$ cat config.mk
export PLATFORM = sky130hd
export DESIGN_NAME = ultrasonic_echo_timer_flat
export DESIGN_NICKNAME = d
export VERILOG_FILES = /design/src/rtl/ultrasonic_echo_timer_if.sv /design/src/rtl/ultrasonic_echo_timer.sv /design/src/flat_wrapper.sv
export SDC_FILE = /design/constraint.sdc
export NUM_CORES = 1
export LEC_CHECK = 0
export ABC_AREA = 1
export ABC_CLOCK_PERIOD_IN_PS = 2400
export BUFFER_PORTS_ARGS = -buffer_cell sky130_fd_sc_hd__buf_2
export CAP_MARGIN = 20
export CORE_UTILIZATION = 56
export DETAILED_ROUTE_END_ITERATION = 8
export GPL_ROUTABILITY_DRIVEN = 0
export PLACE_DENSITY = 0.72
export SKIP_CTS_REPAIR_TIMING = 1
export SLEW_MARGIN = 20
export SYNTH_ARGS = -nofsm -noshare
export SYNTH_HDL_FRONTEND = slang
export SYNTH_SLANG_ARGS = --single-unit
$ cat constraint.sdc
create_clock -name clk -period 2.4 [get_ports clk]
set_input_delay 0.36 -clock clk [delete_from_list [all_inputs] [get_ports clk]]
set_output_delay 0.36 -clock clk [all_outputs]
set_load 0.01 [all_outputs]
$ cat src/rtl/ultrasonic_echo_timer_if.sv
// Handshake bundle between the ranging controller and the echo timer.
// The master side drives start/echo; the slave side returns the result.
interface ultrasonic_echo_timer_if;
    logic       start;
    logic       echo;
    logic       trigger;
    logic [7:0] count;
    logic       calculate;
    logic       busy;
    logic       timeout;

    modport master (
        output start, echo,
        input  trigger, count, calculate, busy, timeout
    );

    modport slave (
        input  start, echo,
        output trigger, count, calculate, busy, timeout
    );
endinterface

$ cat src/rtl/ultrasonic_echo_timer.sv
// Ultrasonic trigger/echo timer producing an 8-bit tick count.
// Define ULTRA_AUTO_RETRIGGER_EN for free-running measurements.
module ultrasonic_echo_timer #(
    parameter int unsigned TRIG_CYCLES      = 500,
    parameter int unsigned TICK_CYCLES      = 1450,
    parameter int unsigned ECHO_WAIT_CYCLES = 1500000,
    parameter int unsigned HOLDOFF_CYCLES   = 3000000
) (
    input logic                    clk,
    input logic                    reset,
    ultrasonic_echo_timer_if.slave bus
);

    localparam int unsigned MAX_A =
        (TRIG_CYCLES > ECHO_WAIT_CYCLES) ?
        TRIG_CYCLES : ECHO_WAIT_CYCLES;
    localparam int unsigned MAX_C =
        (MAX_A > HOLDOFF_CYCLES) ? MAX_A : HOLDOFF_CYCLES;
    localparam int CW = $clog2(MAX_C + 1);
    localparam int PW =
        (TICK_CYCLES > 1) ? $clog2(TICK_CYCLES) : 1;

    localparam logic [CW-1:0] TRIG_LAST = CW'(TRIG_CYCLES - 1);
    localparam logic [CW-1:0] WAIT_LAST = CW'(ECHO_WAIT_CYCLES - 1);
    localparam logic [PW-1:0] PRE_LAST  = PW'(TICK_CYCLES - 1);
`ifdef ULTRA_AUTO_RETRIGGER_EN
    localparam logic [CW-1:0] HOLD_LAST = CW'(HOLDOFF_CYCLES - 1);

    typedef enum logic [2:0] {
        S_IDLE, S_TRIG, S_WAIT, S_MEAS, S_FIN, S_HOLD
    } state_e;
`else
    typedef enum logic [2:0] {
        S_IDLE, S_TRIG, S_WAIT, S_MEAS, S_FIN
    } state_e;
`endif

    state_e        state_q;
    logic [CW-1:0] cnt_q;
    logic [PW-1:0] pre_q;
    logic [7:0]    tick_q;
    logic          sync_q, echo_s_q, echo_d_q;
    logic          rise_d, fall_d, rise_q, fall_q;
    logic          trig_q, calc_q, busy_q, to_q;
    logic [7:0]    count_q;

    always_comb begin
        rise_d = echo_s_q & ~echo_d_q;
        fall_d = ~echo_s_q & echo_d_q;
    end

    // Edge flags are registered so the FSM never sees a metastable path.
    always_ff @(posedge clk) begin
        if (reset) begin
            sync_q   <= 1'b0;
            echo_s_q <= 1'b0;
            echo_d_q <= 1'b0;
            rise_q   <= 1'b0;
            fall_q   <= 1'b0;
        end else begin
            sync_q   <= bus.echo;
            echo_s_q <= sync_q;
            echo_d_q <= echo_s_q;
            rise_q   <= rise_d;
            fall_q   <= fall_d;
        end
    end

    always_ff @(posedge clk) begin
        if (reset) begin
            state_q <= S_IDLE;
            cnt_q   <= '0;
            pre_q   <= '0;
            tick_q  <= '0;
            trig_q  <= 1'b0;
            calc_q  <= 1'b0;
            busy_q  <= 1'b0;
            to_q    <= 1'b0;
            count_q <= '0;
        end else begin
            calc_q <= 1'b0;
            unique case (state_q)
                S_IDLE: begin
                    if (bus.start) begin
                        state_q <= S_TRIG;
                        trig_q  <= 1'b1;
                        busy_q  <= 1'b1;
                        cnt_q   <= '0;
                    end
                end
                S_TRIG: begin
                    if (cnt_q == TRIG_LAST) begin
                        state_q <= S_WAIT;
                        trig_q  <= 1'b0;
                        cnt_q   <= '0;
                    end else begin
                        cnt_q <= cnt_q + CW'(1);
                    end
                end
                S_WAIT: begin
                    if (rise_q) begin
                        state_q <= S_MEAS;
                        pre_q   <= '0;
                        tick_q  <= '0;
                    end else if (cnt_q == WAIT_LAST) begin
                        state_q <= S_FIN;
                        count_q <= 8'hFF;
                        to_q    <= 1'b1;
                        calc_q  <= 1'b1;
                    end else begin
                        cnt_q <= cnt_q + CW'(1);
                    end
                end
                S_MEAS: begin
                    if (fall_q) begin
                        state_q <= S_FIN;
                        count_q <= tick_q;
                        to_q    <= 1'b0;
                        calc_q  <= 1'b1;
                    end else if (pre_q == PRE_LAST) begin
                        pre_q <= '0;
                        // The 255th tick is over-range.
                        if (tick_q == 8'd254) begin
                            state_q <= S_FIN;
                            count_q <= 8'hFF;
                            to_q    <= 1'b1;
                            calc_q  <= 1'b1;
                        end else begin
                            tick_q <= tick_q + 8'd1;
                        end
                    end else begin
                        pre_q <= pre_q + PW'(1);
                    end
                end
                S_FIN: begin
`ifdef ULTRA_AUTO_RETRIGGER_EN
                    state_q <= S_HOLD;
                    cnt_q   <= '0;
`else
                    state_q <= S_IDLE;
                    busy_q  <= 1'b0;
`endif
                end
`ifdef ULTRA_AUTO_RETRIGGER_EN
                S_HOLD: begin
                    if (cnt_q == HOLD_LAST) begin
                        state_q <= S_TRIG;
                        trig_q  <= 1'b1;
                        cnt_q   <= '0;
                    end else begin
                        cnt_q <= cnt_q + CW'(1);
                    end
                end
`endif
                default: begin
                    state_q <= S_IDLE;
                    trig_q  <= 1'b0;
                    busy_q  <= 1'b0;
                end
            endcase
        end
    end

    assign bus.trigger   = trig_q;
    assign bus.count     = count_q;
    assign bus.calculate = calc_q;
    assign bus.busy      = busy_q;
    assign bus.timeout   = to_q;

endmodule
$ cat src/flat_wrapper.sv
// flat-port wrapper written by rule: the top's interface ports become plain ports
module ultrasonic_echo_timer_flat 
#(
    parameter int unsigned TRIG_CYCLES      = 500,
    parameter int unsigned TICK_CYCLES      = 1450,
    parameter int unsigned ECHO_WAIT_CYCLES = 1500000,
    parameter int unsigned HOLDOFF_CYCLES   = 3000000
)
  (clk, reset, bus_start, bus_echo, bus_trigger, bus_count, bus_calculate, bus_busy, bus_timeout);
  ultrasonic_echo_timer_if bus_i ();
  input logic clk;
  input logic reset;
  input wire logic [$bits(bus_i.start)-1:0] bus_start;
  input wire logic [$bits(bus_i.echo)-1:0] bus_echo;
  output wire logic [$bits(bus_i.trigger)-1:0] bus_trigger;
  output wire logic [$bits(bus_i.count)-1:0] bus_count;
  output wire logic [$bits(bus_i.calculate)-1:0] bus_calculate;
  output wire logic [$bits(bus_i.busy)-1:0] bus_busy;
  output wire logic [$bits(bus_i.timeout)-1:0] bus_timeout;
  assign bus_i.start = bus_start;
  assign bus_i.echo = bus_echo;
  assign bus_trigger = bus_i.trigger;
  assign bus_count = bus_i.count;
  assign bus_calculate = bus_i.calculate;
  assign bus_busy = bus_i.busy;
  assign bus_timeout = bus_i.timeout;
  ultrasonic_echo_timer #(.TRIG_CYCLES(TRIG_CYCLES), .TICK_CYCLES(TICK_CYCLES), .ECHO_WAIT_CYCLES(ECHO_WAIT_CYCLES), .HOLDOFF_CYCLES(HOLDOFF_CYCLES)) u_core (.clk(clk), .reset(reset), .bus(bus_i));
endmodule
==> results of run 1 <==
registers in the layout (all words and copies together) (netlist names):
name	flops
u_core.bus.busy	1
u_core.bus.calculate	1
u_core.bus.count	8
u_core.bus.timeout	1
u_core.bus.trigger	1
u_core.cnt_q	22
u_core.echo_d_q	1
u_core.echo_s_q	1
u_core.fall_q	1
u_core.pre_q	11
u_core.rise_q	1
u_core.state_q	3
u_core.sync_q	1
u_core.tick_q	8
tightest hold or removal path: cells and delay by family:
kind,cells,cell delay [ns]
buf+inv,2,0.10
simple gates,1,0.07
logic make-up after synthesis:
kind of cell	count (synthesis)	synth area share [%]
adders and majority gates	5	1.82
buffers and inverters	73	8.99
and+or+nand+nor	325	42.8
xor gates and xnor gates	11	2.80
AOI/OAI and AO/OA	48	8.04
DFF	61	35.5
per-stage QoR:
| step | instances | hold WS (ns) | worst slack, ns |
|---|---|---|---|
| after global routing | 623 | 0.221 | 0.235 |
| after floorplan | 523 | 0.388 | 0.768 |
| final | 623 | 0.212 | 0.402 |
| after detailed placement | 607 | 0.409 | 0.449 |
| after global placement | 607 | 0.393 | 0.475 |
| after CTS | 623 | 0.212 | 0.431 |
layout by cell type (no fill, tap or decap), types with 5 or more instances in the layout:
| cell type | count |
|---|---|
| nand2_1 | 126 |
| nor2_1 | 107 |
| dfxtp_1 | 61 |
| inv_1 | 58 |
| nand3_1 | 36 |
| a21oi_1 | 24 |
| nand4_1 | 17 |
| o21ai_0 | 15 |
| buf_2 | 15 |
| nor3_1 | 12 |
| clkbuf_8 | 11 |
| xor2_1 | 10 |
| nand2_2 | 6 |
| inv_2 | 5 |
| nor2_4 | 5 |
| ha_1 | 5 |
layer usage:
layer  GRT usage [%]  vias up  part of all wire, %
met5               0        -                    0
met4            8.93        0                  1.7
met3            6.59       19                  5.2
met2            43.1       80                   45
met1            36.0     1499                   48
li1                -     1701                    -
power breakdown:
group          switching [mW]  leakage [nW]  internal (mW)
clock network           0.442         0.106          0.536
logic                   0.448          1.01          0.171
registers              0.0445         0.493           1.06
path summary, 6_finish.rpt:
| kind | start | endpoint | slack, ns |
|---|---|---|---|
| setup / recovery | u_core.cnt_q[0] | u_core.cnt_q[13] | 0.40 |
| hold / removal | bus_echo | u_core.sync_q | 0.21 |
| setup reg to reg | u_core.cnt_q[0] | u_core.cnt_q[13] | 0.40 |
| hold reg to reg | u_core.echo_d_q | u_core.rise_q | 0.43 |
area by class of cell:
type                       count  area [µm²]  share of cell area [%]
clock buffer                  11         151                    4.02
clock inverter                 5        56.3                    1.49
inverter                      65         246                    6.54
multi-input combinational    389        1910                    50.6
sequential                    61        1220                    32.4
tap                           75        93.8                    2.49
timing repair buffer          17        90.1                    2.39
==> metrics.md, run 1 <==
| Metric | Value |
|---|---|
| Fin area | 3770 µm² |
| Crit-path cells | ha_1 > inv_1 > nor2_4 > nand3_2 > nor2_4 > nand3_4 > nand2_4 > inv_4 > nand2_1 > nand2_1 > nand2_1 > nor2_1 |
| Post-synth EDFFs | 0 |
| FF-to-FF path depth | 12 |
| Area growth, synth to finish | 9.57% |
| Post-DP HPWL | 5.80 mm |
| Max clock buf depth | 2 |
| DP Area | 3560 µm² |
| TritonCTS clock tree | done |
| Endpoints failing hold | 0 |
| Final nets | 552 |
| Critical path's largest stage delay | 0.44 ns |
| Root buf cell | clkbuf_8 |
| Layout cell share with drive strength beyond 1 | 12.2% |
| Clock Latency Late Sink | 0.35 ns |
| Critical Path AT | 2.25 ns |
| DR vias | 3,299 |
| Core Area | 5920 µm² |
| Worst hold stages | 3 |
| Synthesized area | 3440 µm² |
| Drt pass-1 iters | 5 |
| Yosys Warn Count | 0 |
| Top-area cell type share of the netlist area | 35.5% |
| Initial Utilization | 58.1% |
| Buf/Inv on CP | 2 |
| Die area | 6460 µm² |
| Die height | 80.4 µm |
| Distinct cells, synth | 37 |
| Syn_nets | 532 |
| Synth area leaders | dfxtp_1, nand2_1, nor2_1 |
| Worst Hold Class | in -> reg |
| Remaining global-route overflow | 0 |
| Delay-heaviest family, CP | simple AND/OR/NAND/NOR gates |
| Number of global-route vias before repair | 2,991 |
| Largest net degree at the start of global routing | 25 |
| Top Ports | 16 |
| Period utilisation layout | 83.2% |
| First-pass GRT wire length | 13.6 mm |
| Via density | 5.30 |
| Seq/Total Area, Yosys | 35.5% |
| Period minus WS final | 2.00 ns |
| Cell taking the most area after synthesis | dfxtp_1 |
| Cell depth of the worst setup path | 12 |
| Antenna cells | 0 |
| Ys async rst share | 0% |
| Setup_tns | 0 ns |
| Die width | 80.4 µm |
| Max-Cap Viols | 0 |
| Cells after synthesis | 523 |
| Total power | 2.70 mW |
| Worst slew pin tran | 0.536 ns |
| Fmax | 0.501 GHz |
| Synth cell count leaders | nand2_1, nor2_1, dfxtp_1, inv_1, nand3_1 |
| Crit-path most repeated cell | nand2_1 |
| Cell Pwr Density | 717 nW/µm² |
| CP Capture Type | flip-flop |
| Final wirelength | 7.97 mm |
| Crit path max-delay cell type | dfxtp_1 |
| Crit start category | flip-flop |
| Fillers | 540 |
| Clock Skews | 0.00970 ns |
| Port Buffers | 15 |
| Pleak | 1.61 nW |
| Rows | 28 |
| Clock sinks | 61 |
| Max-Slew Margin vs Limit | 64.2% |
| Total CTS buffers | 9 |
| Peak VDD IR | 526 µV |
| Status | complete, no violations |
| Final Max Tran Viols | 0 |
| Worst setup path category | reg -> reg |
| Drc violations | 0 |
| Post-synth top flop | dfxtp_1 |
| Most frequent cell after synthesis | nand2_1 |
| Required @ worst endpoint | 2.65 ns |
| Mean routed wirelength per cell | 12.8 µm |
| Number of antenna violations at the first check in global routing | 0 |
| Initial DRC count | 298 |
| RSZ-0062 raised after global routing | false |
| Gr usage total | 27.2% |
| Critical path peak fanout | 15 |
| Finished Core Util | 63.6% |
| H-tree levels | 3 |
| Clock transition at path regs | 0.08 ns |
| FF+latch count, synth | 61 |
| Finish-stage setup viols | 0 |
| Avg Inst Size Synth | 6.57 µm² |
| Final ANT Viol Nets | 0 |
No activity file was read; power rests on OpenSTA's default activity.
==> run 2, diff against run 1 <==
--- a/config.mk
+++ b/config.mk
@@ -6,7 +6,7 @@
 export NUM_CORES = 1
 export LEC_CHECK = 0
 export ABC_AREA = 1
-export ABC_CLOCK_PERIOD_IN_PS = 2400
+export ABC_CLOCK_PERIOD_IN_PS = 1970
 export BUFFER_PORTS_ARGS = -buffer_cell sky130_fd_sc_hd__buf_2
 export CAP_MARGIN = 20
 export CORE_UTILIZATION = 56
==> constraint.sdc (replaced) <==
create_clock -name clk -period 1.97 [get_ports clk]
set_input_delay 0.2955 -clock clk [delete_from_list [all_inputs] [get_ports clk]]
set_output_delay 0.2955 -clock clk [all_outputs]
set_load 0.01 [all_outputs]
==> metrics.md, run 2 (same netlist as run 1, synthesis figures left out) <==
| Metric | Value |
|---|---|
| Critical Path AT | 2.02 ns |
| RSZ-0062 raised after global routing | false |
| Setup_tns | 0 ns |
| Most frequent cells in the layout | nand2_1, nor2_1, dfxtp_1, inv_1, nand3_1 |
| Post-DP HPWL | 5.83 mm |
| Number of antenna violations at the first check in global routing | 0 |
| Drc violations | 0 |
| Max reg flops | 22 |
| Remaining global-route overflow | 0 |
| Layout cell share with drive strength beyond 1 | 13.5% |
| Clock Skews | 0.0111 ns |
| Fillers | 568 |
| Final Max Tran Viols | 0 |
| Rows | 28 |
| Worst slew pin tran | 0.393 ns |
| Mean routed wirelength per cell | 12.7 µm |
| Finish-stage setup viols | 0 |
| Antenna cells | 0 |
| Worst Hold Class | in -> reg |
| H-tree levels | 3 |
| Core Area | 5920 µm² |
| CP Capture Type | flip-flop |
| Biggest regs | u_core.cnt_q: 22 flops, u_core.pre_q: 11 flops |
| Endpoints failing hold | 0 |
| Period minus WS final | 1.78 ns |
| Root buf cell | clkbuf_8 |
| Cell Pwr Density | 898 nW/µm² |
| Largest net degree at the start of global routing | 20 |
| Top Ports | 16 |
| Initial Utilization | 58.1% |
| Fmax | 0.562 GHz |
| Period utilisation layout | 90.4% |
| TritonCTS clock tree | done |
| Die area | 6460 µm² |
| First-pass GRT wire length | 13.0 mm |
| Max-Cap Viols | 0 |
| Crit start category | flip-flop |
| Clock sinks | 61 |
| Final nets | 560 |
| Placement Setup Slack | 0.173 ns |
| Clock Latency Late Sink | 0.34 ns |
| Via density | 5.25 |
| Port Buffers | 15 |
| Required @ worst endpoint | 2.21 ns |
| Clock transition at path regs | 0.08 ns |
| Worst Slack Setup Final | 0.190 ns |
| DR vias | 3,310 |
| Peak VDD IR | 691 µV |
| Max clock buf depth | 2 |
| Die width | 80.4 µm |
| Number of global-route vias before repair | 2,914 |
| Area growth, synth to finish | 12.3% |
| Pleak | 1.66 nW |
| Total CTS buffers | 9 |
| Max-Slew Margin vs Limit | 73.7% |
| Most common cell after layout, fill and taps aside | nand2_1 |
| Drt pass-1 iters | 5 |
| Critical path peak fanout | 15 |
| Final ANT Viol Nets | 0 |
| Status | complete, no violations |
| Gr usage total | 26.3% |
| Die height | 80.4 µm |
| Total power | 3.47 mW |
| Worst setup path category | reg -> reg |
| Final wirelength | 8.01 mm |
| Initial DRC count | 194 |
| Reg with most FFs | u_core.cnt_q |
-- run 2: cell count changes in the layout (fill, tap and decap cells not counted) --
cell,previous run,this run
buf_4,2,10
bufinv_16,1,2
clkinv_2,2,1
nand2_4,3,2
nand2_8,0,1
-- run 2: worst paths after layout --
check                   from               end  cells after the start  slack (ns)
max          u_core.cnt_q[1]  u_core.cnt_q[13]                     12        0.19
min                 bus_echo     u_core.sync_q                      3        0.15
max reg2reg  u_core.cnt_q[1]  u_core.cnt_q[13]                     12        0.19
min reg2reg    u_core.sync_q   u_core.echo_s_q                      2        0.42
-- run 2: layer usage --
metal	global-route usage, %	part of all wire (%)
met5	0	0
met4	6.79	0.90
met3	7.84	7.0
met2	41.1	45
met1	35.2	47
-- run 2: area by class of cell --
type	instances	area (µm²)	area share [%]
well taps	75	93.8	2.43
flip-flops and latches	61	1220	31.6
clock buffers	11	151	3.92
repair buffers	25	150	3.89
multi-input cells	389	1920	49.6
clock inverters	5	81.3	2.11
inverters	65	246	6.38
-- run 2: worst max-delay path, cell delays in order, from the launching register on --
cell and delay (ns):
dfxtp_1 0.37, ha_1 0.23, inv_1 0.10, nor2_4 0.15
nand3_2 0.09, nor2_4 0.12, nand3_4 0.15, nand2_8 0.15
inv_4 0.09, nand2_1 0.09, nand2_1 0.05, nand2_1 0.05
nor2_1 0.03
-- run 2: metrics by stage --
step / std cells / instance area (µm²) / hold WS [ns] / util [%]
finish: 631 / 3860 / 0.154 / 65.2
global route: 631 / 3860 / 0.168 / 65.2
CTS: 631 / 3850 / 0.142 / 65.1
detailed placement: 615 / 3620 / 0.402 / 61.1
global placement: 615 / 3620 / 0.403 / 61.1
floorplan: 523 / 3440 / 0.388 / -
-- run 2: power by group --
part           internal [mW]  total [mW]  switching (mW)
combinational          0.260       0.834           0.574
sequential              1.29        1.33          0.0411
clock                  0.784        1.30           0.518
